File: src/rtl/dmem_arbiter.sv
// dmem_arbiter
// Two-port round-robin arbiter and single-access sequencer for the data memory.
// Port 0 is the core load/store path, port 1 the debug/DMA requester. One
// request is accepted at a time. It is screened for funct3 legality,
// alignment and range. The block then runs one memory cycle and returns the
// result to the owning port through a valid/ready response.
//
// Ports:
//   clk, rst_n                 clock, synchronous active-low reset
//   req_valid_x / req_ready_x  request handshake (x = 0, 1)
//   req_we_x, req_funct3_x     store flag, RISC-V load/store funct3
//   req_addr_x, req_wdata_x    byte address, right-aligned store data
//   rsp_valid_x / rsp_ready_x  response handshake
//   rsp_rdata_x, rsp_err_x     load result (0 on store/error), reject flag
//   mem_read, mem_write        memory strobes, asserted only in ACCESS
//   mem_funct3, mem_addr,      latched access attributes
//   mem_wdata
//   mem_rdata                  combinational, already extended read data
module dmem_arbiter #(
  parameter int unsigned MEM_BYTES = 128
) (
  input  logic        clk,
  input  logic        rst_n,
  input  logic        req_valid_0,
  output logic        req_ready_0,
  input  logic        req_we_0,
  input  logic [2:0]  req_funct3_0,
  input  logic [31:0] req_addr_0,
  input  logic [31:0] req_wdata_0,
  input  logic        req_valid_1,
  output logic        req_ready_1,
  input  logic        req_we_1,
  input  logic [2:0]  req_funct3_1,
  input  logic [31:0] req_addr_1,
  input  logic [31:0] req_wdata_1,
  output logic        rsp_valid_0,
  input  logic        rsp_ready_0,
  output logic [31:0] rsp_rdata_0,
  output logic        rsp_err_0,
  output logic        rsp_valid_1,
  input  logic        rsp_ready_1,
  output logic [31:0] rsp_rdata_1,
  output logic        rsp_err_1,
  output logic        mem_read,
  output logic        mem_write,
  output logic [2:0]  mem_funct3,
  output logic [31:0] mem_addr,
  output logic [31:0] mem_wdata,
  input  logic [31:0] mem_rdata
);

  typedef enum logic [1:0] {IDLE, ACCESS, RESP} state_t;

  state_t      state_q, state_d;
  logic        prio_q;    // port that wins when both request
  logic        owner_q;
  logic        we_q;
  logic        err_q;
  logic [2:0]  funct3_q;
  logic [31:0] addr_q;
  logic [31:0] wdata_q;
  logic [31:0] rdata_q;

  logic        grant_0, grant_1;
  logic        win_we;
  logic [2:0]  win_f3;
  logic [31:0] win_addr;
  logic [31:0] win_wdata;
  logic        win_err;
  logic [2:0]  size_m1;
  logic [32:0] last_byte;

  always_comb begin
    state_d = state_q;
    grant_0 = 1'b0;
    grant_1 = 1'b0;
    case (state_q)
      IDLE: begin
        grant_0 = req_valid_0 & (~req_valid_1 | ~prio_q);
        grant_1 = req_valid_1 & (~req_valid_0 | prio_q);
        if (grant_0 | grant_1) state_d = ACCESS;
      end
      ACCESS: state_d = RESP;
      RESP: if (owner_q ? rsp_ready_1 : rsp_ready_0) state_d = IDLE;
      default: state_d = IDLE;
    endcase
  end

  assign win_we    = grant_1 ? req_we_1     : req_we_0;
  assign win_f3    = grant_1 ? req_funct3_1 : req_funct3_0;
  assign win_addr  = grant_1 ? req_addr_1   : req_addr_0;
  assign win_wdata = grant_1 ? req_wdata_1  : req_wdata_0;

  // Range is checked on the last touched byte in 33 bits so that addresses
  // near 2^32 cannot wrap back into the legal window.
  always_comb begin
    win_err = 1'b0;
    case (win_f3[1:0])
      2'b01:   size_m1 = 3'd1;
      2'b10:   size_m1 = 3'd3;
      default: size_m1 = 3'd0;
    endcase
    if (win_we) begin
      if (win_f3[2] || win_f3[1:0] == 2'b11) win_err = 1'b1;
    end else if (win_f3 == 3'b011 || win_f3[2:1] == 2'b11) begin
      win_err = 1'b1;
    end
    if (win_f3[1:0] == 2'b01 && win_addr[0]) win_err = 1'b1;
    if (win_f3[1:0] == 2'b10 && win_addr[1:0] != 2'b00) win_err = 1'b1;
    last_byte = {1'b0, win_addr} + {30'b0, size_m1};
    if (last_byte >= 33'(MEM_BYTES)) win_err = 1'b1;
  end

  always_ff @(posedge clk) begin
    if (!rst_n) begin
      state_q  <= IDLE;
      prio_q   <= 1'b0;
      owner_q  <= 1'b0;
      we_q     <= 1'b0;
      err_q    <= 1'b0;
      funct3_q <= '0;
      addr_q   <= '0;
      wdata_q  <= '0;
      rdata_q  <= '0;
    end else begin
      state_q <= state_d;
      if (grant_0 | grant_1) begin
        owner_q  <= grant_1;
        prio_q   <= ~grant_1;
        we_q     <= win_we;
        err_q    <= win_err;
        funct3_q <= win_f3;
        addr_q   <= win_addr;
        wdata_q  <= win_wdata;
      end
      if (state_q == ACCESS) rdata_q <= (!we_q && !err_q) ? mem_rdata : '0;
    end
  end

  // Strobes depend on state only, so a store in ACCESS still lands in memory
  // on an edge where reset is asserted.
  assign mem_read   = (state_q == ACCESS) & ~we_q & ~err_q;
  assign mem_write  = (state_q == ACCESS) &  we_q & ~err_q;
  assign mem_funct3 = funct3_q;
  assign mem_addr   = addr_q;
  assign mem_wdata  = wdata_q;

  assign req_ready_0 = grant_0;
  assign req_ready_1 = grant_1;

  assign rsp_valid_0 = (state_q == RESP) & ~owner_q;
  assign rsp_valid_1 = (state_q == RESP) &  owner_q;
  assign rsp_rdata_0 = rsp_valid_0 ? rdata_q : '0;
  assign rsp_rdata_1 = rsp_valid_1 ? rdata_q : '0;
  assign rsp_err_0   = rsp_valid_0 & err_q;
  assign rsp_err_1   = rsp_valid_1 & err_q;

endmodule

File: config.mk
export PLATFORM = sky130hd
export DESIGN_NAME = dmem_arbiter
export DESIGN_NICKNAME = d
export VERILOG_FILES = /design/src/rtl/dmem_arbiter.sv
export SDC_FILE = /design/constraint.sdc
export NUM_CORES = 1
export LEC_CHECK = 0
export CORE_ASPECT_RATIO = 1.75
export CORE_MARGIN = 2
export CORE_UTILIZATION = 25
export CTS_BUF_LIST = sky130_fd_sc_hd__clkbuf_16
export DETAILED_ROUTE_END_ITERATION = 8
export REMOVE_ABC_BUFFERS = 1
export SLEW_MARGIN = 30
export SYNTH_ARGS = -nofsm -noshare
export SYNTH_HDL_FRONTEND = slang
export SYNTH_SLANG_ARGS = --single-unit
File: constraint.sdc
create_clock -name clk -period 14.6 [get_ports clk]
set_input_delay 3.65 -clock clk [delete_from_list [all_inputs] [get_ports clk]]
set_output_delay 3.65 -clock clk [all_outputs]
set_load 0.005 [all_outputs]
# == Word-level counts from Yosys, hierarchy flattened ==
# Index checks and enable logic that the tools add are counted.
# op_classes
div_mod_pow,0
mul,0
add_sub_neg,1
n_eq_ne,9
shift,0
n_reduce_logical,10
n_mux,20
bitwise_logic,21
magnitude_cmp,1
# ops
op,count
two-way mux 32 bit,5
adder 32 x 3 -> 33 bit,1
>= comparator 33 x 8 -> 1 bit (second input constant),1
bitwise AND 1 bit,10
two-way mux 1 bit,10
== test 2 bit (second input constant),4
NOT 1 bit,7
case mux 2 bit (3 select lines),1
== test 2 x 1 -> 1 bit (second input constant),2
two-way mux 2 bit,2
inequality test 2 bit (second input constant),2
bitwise OR 1 bit,4
case mux 2 bit (2 select lines),1
== test 3 x 2 -> 1 bit (second input constant),1
logical AND 1 bit,3
two-way mux 3 bit,1
zero test 1 bit,2
zero test 2 bit,1
logical OR 1 bit,2
AND reduction 2 bit,1
nonzero test 2 bit,1
# totals
latchBits,0
mem_bits_rw,0
elab_cells,71
mem_bits_ro,0
in_bits,174
register_bits,105
mem_count,0
out_inout_bits,139

# == Logic depth before layout (Yosys ltp) ==
# Gate-level depths: netlist (run 1).
# depth
ltp_word,12
depth_mapped,19

# == Least setup slack after synthesis (run 1) ==
# Ideal clock, no wire load.
# synth_path
path_kind,input -> output
startpoint,input port req_valid_1
endpoint,output port req_ready_1
path_stages,7
arrival_ns,5.092
setup_slack_ns,5.858
required_time_ns,10.950
cell_sequence,nor3b_4 nand2_4 inv_2 buf_2 buf_2 buf_2 buf_2
# synth_via
elab_chain_len,2
# synth_lines
item,line,rtl
from (decl),30,"input logic req_valid_1,"
bitwise AND 1 bit,80,grant_1 = req_valid_1 & (~req_valid_0 | prio_q);
two-way mux 1 bit,77,case (state_q)
to (decl),31,"output logic req_ready_1,"
# No other way between the ends.

# == Final worst setup path (run 1) ==
# Ends and elaborated chain as after synthesis.

==> results.md, run 1 <==
Worst setup path:
- The end point of the critical path is req_ready_1.
- The end of the worst register-to-register path is err_q.
- The data arrival at the endpoint of the critical path is 6.57 ns.
- In this run the critical register-to-register path is launched from state_q[1].
- STA classifies the critical path endpoint as an output port.
- The required time of the worst setup path is between 10 and 15 ns.
- In this run the worst setup path begins at req_valid_1.
- The cell depth of the worst flop-to-flop path is 14.
- Setup slack on the worst reg-to-reg path comes out at 9.90 ns.
- By startpoint and endpoint, the worst setup path is classified as input port to output port.
- The sort of element at the start of the critical path is an input port.
- The critical-path maximum fanout is 46.

Synth:
- The register area share after synthesis is 34.5%.
- Synthesis produced a netlist whose cell count is 714.
- The most used flip-flop cell after synthesis is dfxtp_1.
- The adder-cell share of the synthesized area is 1.36%.
- Yosys mapped a number of flops with a built-in enable equal to 0.
- Averaged over all synthesized cells, the footprint is around 8.5 um2.
- Of all flip-flops after synthesis, the portion carrying an async set or reset was 0%.
- The xor-xnor portion of the synthesized cell area is 2.01%.
- Of the post-synthesis cell area, the part taken by muxes is 4.70%.
- The share of synthesized cell area in and, or, nand and nor gates is a little under a third.
- The unique cell type count in the Yosys netlist is 64.
- By area, the combinational part of the netlist is dominated by simple AND/OR/NAND/NOR gates.
- The post-synthesis sequential element count is about 110.
- Summing the areas of all compound-gate instances in the mapped netlist gives 22.7% of the synthesized area.
- During synthesis, Yosys emitted a total of 0 warnings.
- The cell area that synthesis handed to floorplanning was 6090 um2.

Final layout:
- The final net count is 1171.
- Relative to the synthesized area, the layout overhead comes to 60.0%.
- For this run, the share of the core covered by cells in the final layout is 40.7%.
- The commonest non-fill, non-tap cell in the layout is clkdlybuf4s50_1.
- The post-route netlist has ~4.4% of its cells at a drive strength greater than 1.
- Leaving out filler cells and counting taps, the final layout contains 1305.
- In the layout the commonest cells are clkdlybuf4s50_1 (311), dfxtp_1 (105), nand2_1 (70), and2_1 (68), nor2b_1 (66).
- The count of fill cells added during filler insertion is ~2500.
- The final standard cell area without fillers is 9750 um2.

Pwr:
- The maximum vdd drop is 0.0000440 V.
- Overall power consumption after layout is estimated at 0.813 mW.
- The power per standard cell area is about 83 nW/um2.
- In this run the static leakage power is 3.77 nW.

Clock tree:
- The CTS root buffer is clkbuf_16.
- The clock network latency to the later pin of the worst-skew pair is around 0.37 ns.
- The clock-pin slew reported for the worst setup and hold paths after clock tree synthesis is 0.08 ns.
- The worst-case clock buffer depth is 2.
- The clock tree from TritonCTS is done.
- The number of buffers created by CTS is 9.
- The H-tree level count is 3.
- The post-cts hold buffer count is 0.
- The post-CTS setup buffer count is 0.
- The number of resized instances in the post-cts repair step is 0.
- The sink count of the clock tree is 105.

Route:
- The total wire length after detailed routing is roughly 25000 um.
- After detailed routing, the number of remaining DRC violations is 0.
- The remaining number of nets flagged by the antenna check after routing is 0.
- The via density per instance is 5.07.
- The final routed wire length divided by cell count is 19.0 um.
- The first TritonRoute pass finished after 6 iterations.
- The initial detailed-routing violation count is 530.
- The total vias in the final route is 6610.

Global routing:
- The overall global routing resource usage is 18.7%.
- The initial antenna violation count is 1.
- The maximum number of pins on one net before global-route repair is 106.
- The sum of overflow across all layers after global routing is 0.
- The via count of the first global-routing pass is between 6000 and 7000.
- The first global-routing pass estimated 36700 um of wire.

STA:
- Setup violations remaining at the end of the flow were counted as 0.
- The count of endpoints failing hold in the final timing report came to 0.
- The timing-limited maximum frequency is 0.0979 GHz.
- The minimum hold slack is roughly 0.50 ns.
- Across the routed clock network, the largest skew measured is 0.00762 ns.
- The transition at the pin with the smallest max-transition slack is 0.885 ns.
- The final setup TNS is 0 ns.
- The worst path meets setup with about 4.4 ns of slack.
- In the finished design, the share of the clock period the worst path needs comes to 70.0%.
- The worst-case headroom to the max-slew limit is 40.9%.
- The number of max-slew violations in the final report is 0.
- Setup repair after global routing left no endpoint under its margin.
- The final period demand of the worst path is 10.22 ns.

Floorplanning:
- The die is roughly 120 um wide.
- The die outline area is 25700 um2.
- Once the floorplan was initialized, standard cells occupied 25.5% of the core.
- Row generation in the floorplan step produced 75 rows.
- The core footprint is 23900 um2.
- Measured along the y axis, the die boundary spans about 210 um.
- 313 I/O pins were placed.

Min path:
- The worst hold path belongs to the class register to register.

Job:
- The max-cap violation count is 0.

Placement:
- The final weighted congestion of routability-driven global placement is ~0.91.
- During placement, the flow inserted port buffers numbering 312.
- The worst setup timing slack at the placement stage is 4.39 ns.
- The placed wire-length estimate is 18600 um.
- The placed standard-cell area is 9450 um2.
- The number of placed instances, taps included, is 1288.

Outcome:
- The flow ran to the end, and the final reports show no timing, DRC or antenna violations.
[how the worst min path moves through the flow]
stage                       startpoint           end  cells after the start
after floorplan                   we_q          we_q                      1
after global placement    mem_addr[19]  mem_addr[19]                      1
after detailed placement  mem_addr[25]  mem_addr[25]                      1
after CTS                 mem_addr[25]  mem_addr[25]                      1
after global routing       mem_addr[4]   mem_addr[4]                      1
final                     mem_addr[25]  mem_addr[25]                      1
[cell usage after synthesis, drive strengths merged, types with 4 or more instances]
library cell	n	area [um2]
a2111oi	5	50.0
a21oi	15	78.8
a222oi	31	310
a22oi	34	255
a32oi	4	35.0
and2	68	425
and3	9	56.3
and4	6	52.6
buf	13	67.6
clkbuf	41	154
dfxtp	105	2100
ha	5	62.6
inv	10	37.5
mux2i	26	264
nand2	71	274
nand2b	6	37.5
nand3	43	215
nand4	12	75.1
nor2	16	60.1
nor2b	66	413
nor3	8	40.0
nor3b	5	48.8
nor4	8	56.3
o211a	38	380
o21ai	15	75.1
or3	5	31.3
xnor2	8	70.1
xor2	6	52.6
[area by class of cell]
| type | count | area [um2] | area share [%] |
|---|---|---|---|
| Tap cell | 308 | 385 | 3.95 |
| Inverter | 10 | 37.5 | 0.385 |
| Multi-Input combinational cell | 545 | 3750 | 38.5 |
| Sequential cell | 105 | 2100 | 21.6 |
| Clock buffer | 9 | 225 | 2.31 |
| Timing Repair Buffer | 320 | 3180 | 32.6 |
| Clock inverter | 7 | 60.1 | 0.616 |
| Antenna cell | 1 | 2.50 | 0.0257 |
[registers in the layout, summed over array words and instances, names as in the netlist]
signal / flops
mem_addr: 32
mem_wdata: 32
rdata_q: 32
mem_funct3: 3
state_q: 2
err_q: 1
owner_q: 1
prio_q: 1
we_q: 1
[where the power goes]
part	switching, mW	leakage, nW	internal, mW
logic	0.111	2.76	0.129
clock network	0.124	0.143	0.120
registers	0.0160	0.864	0.314
total	0.251	3.77	0.562
[routing by layer]
layer	global-route usage (%)	vias to the layer above	wire [um]
met5	0	-	0
met2	34.5	259	13300
li1	-	3197	-
met1	19.9	3095	8940
met4	9.24	0	1050
met3	3.19	59	1490
[critical path, cell delays in order]
cell             delay (ns)
clkdlybuf4s50_1        0.58
nor3b_4                0.47
nand2_4                0.40
inv_2                  0.79
clkdlybuf4s50_1        0.65
[cells by family after synthesis]
group           count (synthesis)
fa+ha+maj                       6
xor+xnor                       14
buf+inv                        64
flops                         105
compound gates                166
simple gates                  331
mux                            28
No activity file was read; power rests on OpenSTA's default activity.
==> run 2, diff against run 1 <==
==> constraint.sdc (replaced) <==
create_clock -name clk -period 9.3 [get_ports clk]
set_input_delay 2.325 -clock clk [delete_from_list [all_inputs] [get_ports clk]]
set_output_delay 2.325 -clock clk [all_outputs]
set_load 0.005 [all_outputs]
==> run 2 against run 1 <==
  * Sequential cell count stayed put
  * First-iteration DRC count up 13%
  * Final cell count is the same
  * Final area up 0.37%
  * Sequential share of layout area down 0.080 points
  * Largest power group unchanged
==> results.md, run 2 (synthesis gave the netlist of run 1 again) <==
Floorplanning:
- The standard-cell row count is 75.
- The initial core utilization is 25.5%.
- The die outline area is 25700 um2.
- The die is around 210 um tall.
- The total area inside the core boundary comes to 23900 um2.
- For this design the top-level I/O count stands at 313.
- The horizontal extent of the die is 122 um.

Min path:
- The worst hold path belongs to the class register to register.

Clock tree:
- The clock network latency to the later pin of the worst-skew pair is 0.36 ns.
- The post-CTS setup buffer count is 0.
- Once the clock tree was built, the resizer swapped 0 gates to a different size.
- TritonCTS built the clock tree.
- The H-tree level count is 3.
- Counting the buffers created by CTS gives 9.
- The post-cts hold buffer count is 0.
- The longest clock path from root to sink contains 2 buffers.
- The clock drives about 110 sinks.
- The CTS root buffer is clkbuf_16.
- The clock-pin slew reported for the worst setup and hold paths after clock tree synthesis is 0.07 ns.

Pwr:
- The maximum vdd drop is between 0.00007 and 0.00008 V.
- Summed over all cells, the static leakage comes to 3.78 nW.
- Summing internal, switching and leakage power gives about 1.3 mW.
- The power per standard cell area is ~130 nW/um2.

Worst setup path:
- The data arrival at the endpoint of the critical path is 4.69 ns.
- The critical-path maximum fanout is 37.
- The worst setup path is of the input port to output port kind.
- The required time of the worst setup path is 6.98 ns.
- The sort of element at the start of the critical path is an input port.
- The setup slack of the worst register-to-register path is 4.81 ns.
- The type of destination of the critical path is an output port.

STA:
- The worst path meets setup with ~2.3 ns of slack.
- The final worst clock skew is 0.00679 ns.
- Setup violations remaining at the end of the flow were counted as 0.
- The share of the clock period used by the worst path is between 70% and 80%.
- Setup repair after global routing left no endpoint under its margin.
- The count of endpoints failing hold in the final timing report came to 0.
- The worst-case headroom to the max-slew limit is 49.5%.
- The timing-limited maximum frequency is between 0.1 and 0.15 GHz.
- The transition at the pin with the smallest max-transition slack is 0.758 ns.
- Subtracting the final worst setup slack from the clock period gives between 7 and 8 ns.
- The number of max-slew violations in the final report is 0.
- The final setup TNS is 0 ns.

Placement:
- The worst setup timing slack at the placement stage is 2.32 ns.
- The final weighted congestion of routability-driven global placement is 0.908.
- During placement, the flow inserted port buffers numbering 312.
- The placed wire-length estimate is 19200 um.

Global routing:
- In this run the most used layer during global routing was met2.
- The maximum number of pins on one net before global-route repair is about 110.
- The met1 routing resource usage after global routing is 21.5%.
- The initial antenna violation count came to 1.
- The routing usage on met2 is 36.9%.
- The first-pass GRT wire length is roughly 38000 um.
- For this run, the total global-route usage over all layers was measured as 19.6%.
- The global routing met3 resource utilization is 3.19%.
- The via count of the first global-routing pass is ~6500.
- The sum of overflow across all layers after global routing is 0.

Final layout:
- Leaving out fill and tap cells, the most frequent cell in the layout is clkdlybuf4s50_1.
- For this run, the post-layout net count is between 1000 and 1500.
- The fraction of final layout cells sized beyond drive strength 1 is 4.32%.
- The area growth from synthesis to layout is 60.6%.
- In the layout the commonest cells are clkdlybuf4s50_1 (311), dfxtp_1 (105), nand2_1 (70), and2_1 (68), nor2b_1 (66).

Route:
- The remaining number of nets flagged by the antenna check after routing is 0.
- The total vias in the final route is 6739.
- The detailed-routing iteration count for the pre-antenna-repair pass is 6.
- The total wire length after detailed routing is 25900 um.
- The residual DRC count is 0.
- In the final routed layout, each cell accounts on average for 19.9 um.
- Using the TritonRoute via totals, the vias-per-cell ratio works out to 5.16.
- The first routing iteration left 598 violations.

Job:
- The max-cap violation count is 0.

Outcome:
- The run finished with clean final reports.
## run 2: changes by cell type in the layout (fill, tap and decap cells not counted), sizes merged
cell      previous run  this run
buf                  9        10
bufinv               0         2
clkinvlp             0         1
inv                 15        11
## run 2: layout make-up
cell class                      instances  area [um2]
Fill cell                            2439       14100
Multi-Input combinational cell        545        3750
Timing Repair Buffer                  321        3190
Sequential cell                       105        2100
Tap cell                              308         385
Clock buffer                            9         225
Clock inverter                          6        85.1
Inverter                               10        37.5
Antenna cell                            1        2.50
## run 2: worst paths after layout
kind,end,cells past startpoint,start
worst max-delay path,req_ready_1,5,req_valid_1
worst min-delay path,mem_addr[5],1,mem_addr[5]
worst max register to register,err_q,15,state_q[1]
worst min register to register,mem_addr[5],1,mem_addr[5]
## run 2: where the power goes
part	switching (mW)	internal, mW
clock network	0.182	0.234
registers	0.0264	0.493
logic	0.178	0.202
total	0.387	0.929
## run 2: routing by layer
layer | vias up | part of all wire (%)
met5 | - | 0
met4 | 0 | 2.9
met1 | 3242 | 37
met3 | 38 | 5.8
met2 | 262 | 55
li1 | 3197 | -
## run 2: stage by stage
stage / instance area [um2] / util, % / hold slack, ns / std cells
global placement: 9460 / 39.5 / 0.480 / 1289
finish: 9780 / 40.9 / 0.503 / 1305
floorplan: 5870 / - / 0.487 / 660
CTS: 9770 / 40.8 / 0.503 / 1304
global route: 9780 / 40.9 / 0.520 / 1305
detailed placement: 9460 / 39.5 / 0.485 / 1289
## run 2: critical path, stage by stage
cell and delay (ns):
clkdlybuf4s50_1 0.58, nor3b_4 0.54, nand2_4 0.43, inv_2 0.23
clkdlybuf4s50_1 0.57
